`config.mk`:
```
export PLATFORM = sky130hd
export DESIGN_NAME = clk_period_meter_flat
export DESIGN_NICKNAME = d
export VERILOG_FILES = /design/src/rtl/clk_period_meter_pkg.sv /design/src/rtl/clk_period_meter_if.sv /design/src/rtl/clk_period_meter_sync_edge_det.sv /design/src/rtl/clk_period_meter.sv /design/src/flat_wrapper.sv
export SDC_FILE = /design/constraint.sdc
export NUM_CORES = 1
export LEC_CHECK = 0
export ABC_CLOCK_PERIOD_IN_PS = 1860
export CORE_MARGIN = 2
export CORE_UTILIZATION = 48
export CTS_CLUSTER_DIAMETER = 30
export CTS_CLUSTER_SIZE = 16
export DETAILED_ROUTE_END_ITERATION = 8
export GPL_ROUTABILITY_DRIVEN = 0
export GPL_TIMING_DRIVEN = 1
export PLACE_DENSITY = 0.75
export SLEW_MARGIN = 30
export SYNTH_ARGS = -nofsm -noshare
export SYNTH_HDL_FRONTEND = slang
export SYNTH_SLANG_ARGS = --single-unit
```
`constraint.sdc`:
```
create_clock -name clockin -period 1.86 [get_ports clockin]
set_clock_uncertainty 0.05 [all_clocks]
set_input_delay 0.372 -clock clockin [delete_from_list [all_inputs] [get_ports clockin]]
set_output_delay 0.372 -clock clockin [all_outputs]
set_load 0.05 [all_outputs]
```
`src/rtl/clk_period_meter_pkg.sv`:
```
// clk_period_meter_pkg: shared state encoding and default sizes for the slow-clock period meter.
`default_nettype none

package clk_period_meter_pkg;

    typedef enum logic [1:0] {
        IDLE   = 2'b00,
        ARMED  = 2'b01,
        LOCKED = 2'b10,
        LOST   = 2'b11
    } state_t;

    localparam int DEF_SYNC_STAGES = 2;
    localparam int DEF_CNT_W       = 16;

endpackage

`default_nettype wire

```
`src/rtl/clk_period_meter_if.sv`:
```
// clk_period_meter_if: slow-clock input plus edge, period and lock status outputs.
`default_nettype none

interface clk_period_meter_if
    import clk_period_meter_pkg::*;
#(
    parameter int CNT_W = DEF_CNT_W
) ();

    logic             sig_in;
    logic             rise_pulse;
    logic             fall_pulse;
    logic [CNT_W-1:0] period;
    logic             period_valid;
    logic             locked;
    logic             lost;
    logic [7:0]       edge_count;

    modport master (
        output sig_in,
        input  rise_pulse, fall_pulse, period, period_valid, locked, lost, edge_count
    );

    modport slave (
        input  sig_in,
        output rise_pulse, fall_pulse, period, period_valid, locked, lost, edge_count
    );

endinterface

`default_nettype wire

```
`src/rtl/clk_period_meter_sync_edge_det.sv`:
```
// sync_edge_det: multi-flop synchronizer for an asynchronous slow clock with rise/fall event decode.
`default_nettype none

module sync_edge_det
    import clk_period_meter_pkg::*;
#(
    parameter int SYNC_STAGES = DEF_SYNC_STAGES
) (
    input  wire logic clockin,
    input  wire logic reset,
    input  wire logic sig_i,
    output logic      rise_ev_o,
    output logic      fall_ev_o
);

    logic [SYNC_STAGES-1:0] sync_q;
    logic                   prev_q;
    logic                   s_last;

    assign s_last = sync_q[SYNC_STAGES-1];

    always_ff @(posedge clockin or posedge reset) begin
        if (reset) begin
            sync_q <= '0;
            prev_q <= 1'b0;
        end else begin
            sync_q <= {sync_q[SYNC_STAGES-2:0], sig_i};
            prev_q <= s_last;
        end
    end

    assign rise_ev_o =  s_last & ~prev_q;
    assign fall_ev_o = ~s_last &  prev_q;

endmodule

`default_nettype wire

```
`src/rtl/clk_period_meter.sv`:
```
// clk_period_meter: measures rising-to-rising period of a slow asynchronous clock,
// emits edge enables and tracks lock / loss of that clock.
`default_nettype none

module clk_period_meter
    import clk_period_meter_pkg::*;
#(
    parameter int SYNC_STAGES = DEF_SYNC_STAGES,
    parameter int CNT_W       = DEF_CNT_W,
    parameter int TIMEOUT_CYC = 50000
) (
    input  wire logic        clockin,
    input  wire logic        reset,
    clk_period_meter_if.slave bus
);

    localparam logic [CNT_W-1:0] TIMEOUT_V = CNT_W'(TIMEOUT_CYC);

    logic rise_ev;
    logic fall_ev;

    state_t           state_q,  state_d;
    logic [CNT_W-1:0] cnt_q,    cnt_d;
    logic [CNT_W-1:0] period_q, period_d;
    logic             pv_q,     pv_d;
    logic             rise_q,   fall_q;
    logic [7:0]       ec_q,     ec_d;

    sync_edge_det #(
        .SYNC_STAGES (SYNC_STAGES)
    ) u_sync (
        .clockin   (clockin),
        .reset     (reset),
        .sig_i     (bus.sig_in),
        .rise_ev_o (rise_ev),
        .fall_ev_o (fall_ev)
    );

    always_ff @(posedge clockin or posedge reset) begin
        if (reset) begin
            state_q  <= IDLE;
            cnt_q    <= '0;
            period_q <= '0;
            pv_q     <= 1'b0;
            rise_q   <= 1'b0;
            fall_q   <= 1'b0;
            ec_q     <= 8'd0;
        end else begin
            state_q  <= state_d;
            cnt_q    <= cnt_d;
            period_q <= period_d;
            pv_q     <= pv_d;
            rise_q   <= rise_ev;
            fall_q   <= fall_ev;
            ec_q     <= ec_d;
        end
    end

    always_comb begin
        state_d  = state_q;
        cnt_d    = cnt_q;
        period_d = period_q;
        pv_d     = 1'b0;
        ec_d     = ec_q;

        // cnt holds the cycles elapsed since the last rise, so its pre-update value is the period
        if (rise_ev) begin
            cnt_d = CNT_W'(1);
            ec_d  = ec_q + 8'd1;
        end else if (cnt_q != '1) begin
            cnt_d = cnt_q + 1'b1;
        end

        case (state_q)
            IDLE: begin
                if (rise_ev) state_d = ARMED;
            end
            ARMED, LOCKED: begin
                if (rise_ev) begin
                    period_d = cnt_q;
                    pv_d     = 1'b1;
                    state_d  = LOCKED;
                end else if (cnt_q == TIMEOUT_V) begin
                    state_d = LOST;
                end
            end
            LOST: begin
                if (rise_ev) state_d = ARMED;
            end
            default: state_d = IDLE;
        endcase
    end

    assign bus.rise_pulse   = rise_q;
    assign bus.fall_pulse   = fall_q;
    assign bus.period       = period_q;
    assign bus.period_valid = pv_q;
    assign bus.locked       = (state_q == LOCKED);
    assign bus.lost         = (state_q == LOST);
    assign bus.edge_count   = ec_q;

endmodule

`default_nettype wire

```
`src/flat_wrapper.sv`:
```
// flat-port wrapper written by rule: the top's interface ports become plain ports
module clk_period_meter_flat import clk_period_meter_pkg::*;
#(
    parameter int SYNC_STAGES = DEF_SYNC_STAGES,
    parameter int CNT_W       = DEF_CNT_W,
    parameter int TIMEOUT_CYC = 50000
)
  (clockin, reset, bus_sig_in, bus_rise_pulse, bus_fall_pulse, bus_period, bus_period_valid, bus_locked, bus_lost, bus_edge_count);
  clk_period_meter_if #(.CNT_W(CNT_W)) bus_i ();
  input  wire logic clockin;
  input  wire logic reset;
  input wire logic [$bits(bus_i.sig_in)-1:0] bus_sig_in;
  output wire logic [$bits(bus_i.rise_pulse)-1:0] bus_rise_pulse;
  output wire logic [$bits(bus_i.fall_pulse)-1:0] bus_fall_pulse;
  output wire logic [$bits(bus_i.period)-1:0] bus_period;
  output wire logic [$bits(bus_i.period_valid)-1:0] bus_period_valid;
  output wire logic [$bits(bus_i.locked)-1:0] bus_locked;
  output wire logic [$bits(bus_i.lost)-1:0] bus_lost;
  output wire logic [$bits(bus_i.edge_count)-1:0] bus_edge_count;
  assign bus_i.sig_in = bus_sig_in;
  assign bus_rise_pulse = bus_i.rise_pulse;
  assign bus_fall_pulse = bus_i.fall_pulse;
  assign bus_period = bus_i.period;
  assign bus_period_valid = bus_i.period_valid;
  assign bus_locked = bus_i.locked;
  assign bus_lost = bus_i.lost;
  assign bus_edge_count = bus_i.edge_count;
  clk_period_meter #(.SYNC_STAGES(SYNC_STAGES), .CNT_W(CNT_W), .TIMEOUT_CYC(TIMEOUT_CYC)) u_core (.clockin(clockin), .reset(reset), .bus(bus_i));
endmodule
```
# Word level (Yosys, flattened, before mapping)
# Index checks and enable logic that the tools add are counted.
[word_totals] wordCells=36 ff_bits=48 out_inout_bits=29 latchBits=0 ram_bits=0 rom_bits=0 n_memories=0
[op_classes] mul=0 addsub=2 bitwise_logic=4 n_div=0 order_cmp=0 n_mux=8 eq_ne=7 n_shift=0 n_reduce_logical=6
[ops] operator="16-bit two-way mux" n=2
[ops] operator="16-bit by 1-bit adder with 16-bit output, second input constant" n=1
[ops] operator="16-bit equality test, second input constant" n=1
[ops] operator="16-bit inequality test, second input constant" n=1
[ops] operator="8-bit by 1-bit adder with 8-bit output, second input constant" n=1
[ops] operator="2-bit two-way mux" n=3
[ops] operator="2-bit equality test, second input constant" n=2
[ops] operator="2-bit case mux with 2 select lines" n=1
[ops] operator="2-bit AND reduction" n=2
[ops] operator="2-bit OR reduction" n=2
[ops] operator="3-bit by 1-bit inequality test with 1-bit output, second input constant" n=1
[ops] operator="1-bit AND" n=2
[ops] operator="2-bit by 1-bit equality test with 1-bit output, second input constant" n=1
[ops] operator="2-bit zero test" n=1
[ops] operator="1-bit two-way mux" n=2
[ops] operator="2-bit by 1-bit inequality test with 1-bit output, second input constant" n=1
[ops] operator="1-bit NOT" n=2
[ops] operator="2-bit nonzero test" n=1

# Longest topological paths before layout
[depth] word_depth=4 ltp_mapped=6

# By module
# Synthesis repeated with hierarchy kept, for this count alone.
[unflattened] hier_cells=209 hier_area_um2=2153.3
[by_module_without_submodules] mod="clk_period_meter" seq_area_each_um2=1126.1 area_each_um2=2059.5 cells_each=203 instances=1
[by_module_without_submodules] mod="sync_edge_det" seq_area_each_um2=75.1 area_each_um2=93.8 cells_each=6 instances=1

# Worst setup path before layout
# OpenSTA, ideal clock, no wires.
[synth_timing] path_type="flip-flop to flip-flop" from="reg u_core.state_q[0]" to="reg u_core.period_q[1], in the netlist u_core.bus.period[1]" required_time_ns=1.685 stages_incl_launch_ff=6 setup_slack_ns=0.091 period_less_slack_ns=1.769 arrival_time_ns=1.594 setup_ns=0.125 path_buffers=1 path_cell_list="dfrtp_1 inv_1 ha_1 nor2_2 buf_2 mux2_2"
[synth_via] elab_chain_len=3
[synth_lines] item="start: declaration" line="clk_period_meter.sv:22" source="state_t state_q, state_d;"
[synth_lines] item="start signal: assignment" line="clk_period_meter.sv:49" source="state_q <= state_d;"
[synth_lines] item="2-bit equality test or 2-bit by 1-bit equality test with 1-bit output (tied branches)" line="clk_period_meter.sv:74" source="case (state_q)"
[synth_lines] item="2-bit OR reduction *" line="clk_period_meter.sv:74"
[synth_lines] item="2-bit AND reduction (no line) *"
[synth_lines] item="end signal: assignment" line="clk_period_meter.sv:51" source="period_q <= period_d;"
[synth_lines] item="end: declaration" line="clk_period_meter.sv:24" source="logic [CNT_W-1:0] period_q, period_d;"
# Mark *: on every way between the ends. The rest lies on a longest branch, timed or not.
# A chain may end at the register's enable or synchronous reset.

# Worst setup path in the final report
[layout_timing] from="reg u_core.cnt_q[0]" to="reg u_core.cnt_q[14]"
[layout_via] elab_chain_len=3
[layout_lines] item="start: declaration" line="clk_period_meter.sv:23" source="logic [CNT_W-1:0] cnt_q, cnt_d;"
[layout_lines] item="start signal: assignment" line="clk_period_meter.sv:50" source="cnt_q <= cnt_d;"
[layout_lines] item="16-bit by 1-bit adder with 16-bit output" line="clk_period_meter.sv:71" source="cnt_d = cnt_q + 1'b1;"
[layout_lines] item="16-bit two-way mux" line="clk_period_meter.sv:70" source="end else if (cnt_q != '1) begin"
[layout_lines] item="16-bit two-way mux" line="clk_period_meter.sv:67" source="if (rise_ev) begin"
# Several ways; a longest one is shown, not always the timed one. The select of a mux whose other input is x is not followed.

==> flow_metrics.env <==
export IMPL_cts_tree="yes"
export IMPL_start_util_pct=49.83
export IMPL_root_buffer="clkbuf_8"
export IMPL_hold_end="u_core.u_sync.sync_q[1]$_DFF_PP0_"
export IMPL_swShare_pct=38.13
export IMPL_intPower_mw=2.049
export IMPL_power_frac_comb_pct=37.0
export IMPL_postCtsHoldBufs=0
export IMPL_tns_ns=0
export IMPL_drt_iter0_markers=64
export IMPL_hp_start="u_core.u_sync.sync_q[0]$_DFF_PP0_"
export IMPL_seq_area_frac_synth_pct=55.36
export IMPL_timing_final_crit_share_pct=94.16
export IMPL_vias_per_cell=5.465
export IMPL_end_kind="flip-flop"
export IMPL_nNetsFinal=237
export IMPL_cts_buffers=5
export IMPL_drc=0
export IMPL_fmax_mhz=571.0
export IMPL_reg2reg_depth=4
export IMPL_netlist_area_leader_share_pct=55.36
export IMPL_die_h_um=71.23
export IMPL_core_um2=4354
export IMPL_synth_top_area_cell="dfrtp_1"
export IMPL_yosysUniqueCellTypes=45
export IMPL_status="complete, no violations"
export IMPL_rows=24
export IMPL_htree_num_levels=2
export IMPL_cp_start_kind="flip-flop"
export IMPL_synthToLayoutAreaGrowth_pct=23.18
export IMPL_grt_start_max_net_pins=49
export IMPL_ys_ff_latch=48
export IMPL_hold_viol=0
export IMPL_n_antenna_cell=0
export IMPL_place_hpwl_um=2858
export IMPL_dieArea_um2=5074
export IMPL_yosys_warnings=0
export IMPL_slew_viol_final=0
export IMPL_whs_path_depth=0
export IMPL_timing_max_cap_violations=0
export IMPL_slew_headroom_pct=75.79
export IMPL_post_dp_cell_area_um2=2562
export IMPL_clk_insertion_delay_late_ns=0.31
export IMPL_overflow=0
export IMPL_grt_pass1_wl_um=6941
export IMPL_reg2reg_to="u_core.cnt_q[14]$_DFFE_PP0P_"
export IMPL_syn_num_nets=193
export IMPL_cp_required_ns=2.01
export IMPL_avgRoutedWirePerCell_um=14.33
export IMPL_dr_pass1_iters=4
export IMPL_antenna_found_initial=0
export IMPL_top_layer="met4"
export IMPL_syn_area_per_cell_um2=11.73
export IMPL_p_leak_nw=1.300
export IMPL_period_needed_ns=1.751
export IMPL_power_density_nw_per_um2=1239
export IMPL_grt_pass1_vias=1472
export IMPL_netlist_instances=185
export IMPL_p_seq_share_pct=40.6
export IMPL_wl_met3_um=132
export IMPL_drive_above_1_share_pct=33.04
export IMPL_cp_max_fo=6
export IMPL_min_path_type="flip-flop to flip-flop"
export IMPL_grt_usage_pct=17.44
export IMPL_finalSetupViolCount=0
export IMPL_synthTopCellsByArea="dfrtp_1, mux2_2, nand2_1"
export IMPL_pwr_share_clk_pct=22.4
export IMPL_ir_worst_vdd_mv=0.6379
export IMPL_syn_area_um2=2170
export IMPL_tightest_slew_ns=0.3612
export IMPL_reg2reg_slack_ns=0.11
export IMPL_detail_route_antenna_nets=0
export IMPL_vias=1541
export IMPL_wl_met2_um=1808
export IMPL_cts_path_max_buffers=2
export IMPL_routed_wl_um=4042
export IMPL_total_switching_power_mw=1.263
export IMPL_io_buffers=31
export IMPL_clk_pin_slew_ns=0.09
export IMPL_dieWidth_um=71.23
export IMPL_io_pin_count=32
export IMPL_cp_arrival_ns=1.90
export IMPL_drt_met1_wl_um=2009
export IMPL_cts_sinks=48
export IMPL_r2r_start="u_core.cnt_q[0]$_DFFE_PP0P_"
export IMPL_rsz0062_at_grt="false"
export IMPL_finalInstanceArea_um2=2673
export IMPL_critical_path_class="flip-flop to flip-flop"
[cells by family after synthesis]
family | Yosys count | synth area share [%]
buf+inv | 15 | 3.056
xor+xnor | 9 | 3.633
flops | 48 | 55.36
fa+ha+maj | 5 | 2.884
simple gates | 65 | 17.47
compound gates | 22 | 6.978
mux | 21 | 10.61
[flip-flops by register name, summed over array words and instances, names as in the netlist]
register	flops
u_core.u_sync.prev_q	1
u_core.bus.period_valid	1
u_core.bus.rise_pulse	1
u_core.bus.period	16
u_core.u_sync.sync_q	2
u_core.bus.edge_count	8
u_core.state_q	2
u_core.bus.fall_pulse	1
u_core.cnt_q	16
[synth_stat cells, drive strengths merged]
master / number
a2111oi: 1
a211oi: 1
a21oi: 6
a31oi: 3
a41o: 1
and3: 1
and4: 4
buf: 7
clkbuf: 1
dfrtp: 48
ha: 5
inv: 7
mux2: 16
mux2i: 5
nand2: 18
nand2b: 3
nand3: 7
nand4: 6
nand4b: 1
nor2: 9
nor2b: 1
nor3: 4
nor4: 4
nor4bb: 1
o2111ai: 1
o21a: 1
o21ai: 4
o21bai: 1
o311a: 1
o31a: 1
o31ai: 1
or3: 4
or4: 2
xnor2: 7
xor2: 2
[power groups by stage]
stage / clock network, mW / logic (mW) / registers [mW]
5_1_grt: 0.806 / 1.32 / 1.37
6_report: 0.740 / 1.23 / 1.35
3_5_place_dp: 0 / 1.23 / 1.37
2_1_floorplan: 0 / 0.500 / 1.71
3_3_place_gp: 0 / 1.21 / 1.36
4_1_cts: 0.755 / 1.24 / 1.35
[routing by layer]
metal  up-vias  global-route usage (%)
li1        749                       -
met1       760                   25.77
met2        24                   25.41
met3         8                   2.672
met4         0                   8.176
met5         -                       0
[cell type report]
cell class	instances	area, um^2
multi-input cells	122	904.6
clock inverters	2	35.03
clock buffers	6	72.57
inverters	7	26.28
flip-flops and latches	48	1201
repair buffers	45	367.9
fillers	362	1682
well taps	52	65.06
[stage by stage]
stage | cells | hold WS [ns] | util [%] | total power [mW] | worst slack [ns]
floorplan | 185 | 0.2812 | - | 2.205 | 0.09108
global placement | 274 | 0.2826 | 58.85 | 2.577 | 0.1005
detailed placement | 274 | 0.2873 | 58.85 | 2.600 | 0.06590
CTS | 282 | 0.3074 | 61.32 | 3.337 | 0.06676
global route | 282 | 0.3277 | 61.38 | 3.503 | 0.04684
finish | 282 | 0.3040 | 61.38 | 3.312 | 0.1087
[worst max-delay path: stages, from the launching register on]
cell     delay [ns]
dfrtp_1        0.41
ha_2           0.25
inv_1          0.09
or4_4          0.56
o311a_1        0.29
[repair_timing]
item / in CTS / in global routing
endpoints found under the setup margin: 0 / 2
buffers inserted: 0 / 0
gates resized for setup: 0 / 1
[placed cells by master (no fill, tap or decap), types with 2 or more instances in the layout]
master           instances
and4_1                   3
nand2_1                 18
nand4_1                  5
a21oi_1                  6
nor2_1                   8
nand2b_1                 3
xor2_1                   2
a31oi_1                  3
inv_1                    6
nor4_1                   3
xnor2_1                  7
buf_12                   2
ha_1                     4
or3_1                    3
buf_4                   41
mux2i_1                  5
dfrtp_1                 48
clkbuf_8                 5
nor3_1                   3
mux2_2                  16
nand3_1                  7
o21ai_1                  3
clkdlybuf4s50_1          2
[worst max-delay path by stage]
stage	start	end	slack, ns	depth (start not counted)
final	u_core.cnt_q[0]$_DFFE_PP0P_	u_core.cnt_q[14]$_DFFE_PP0P_	0.11	4
after global routing	u_core.cnt_q[0]$_DFFE_PP0P_	u_core.cnt_q[14]$_DFFE_PP0P_	0.05	4
after global placement	u_core.cnt_q[0]$_DFFE_PP0P_	u_core.cnt_q[14]$_DFFE_PP0P_	0.10	4
after CTS	u_core.cnt_q[0]$_DFFE_PP0P_	u_core.cnt_q[14]$_DFFE_PP0P_	0.07	4
after floorplan	u_core.state_q[0]$_DFFE_PP0P_	u_core.bus.period[1]$_DFFE_PP0P_	0.09	5
after detailed placement	u_core.cnt_q[0]$_DFFE_PP0P_	u_core.cnt_q[14]$_DFFE_PP0P_	0.07	4
Power figures use the tool's default switching activity.
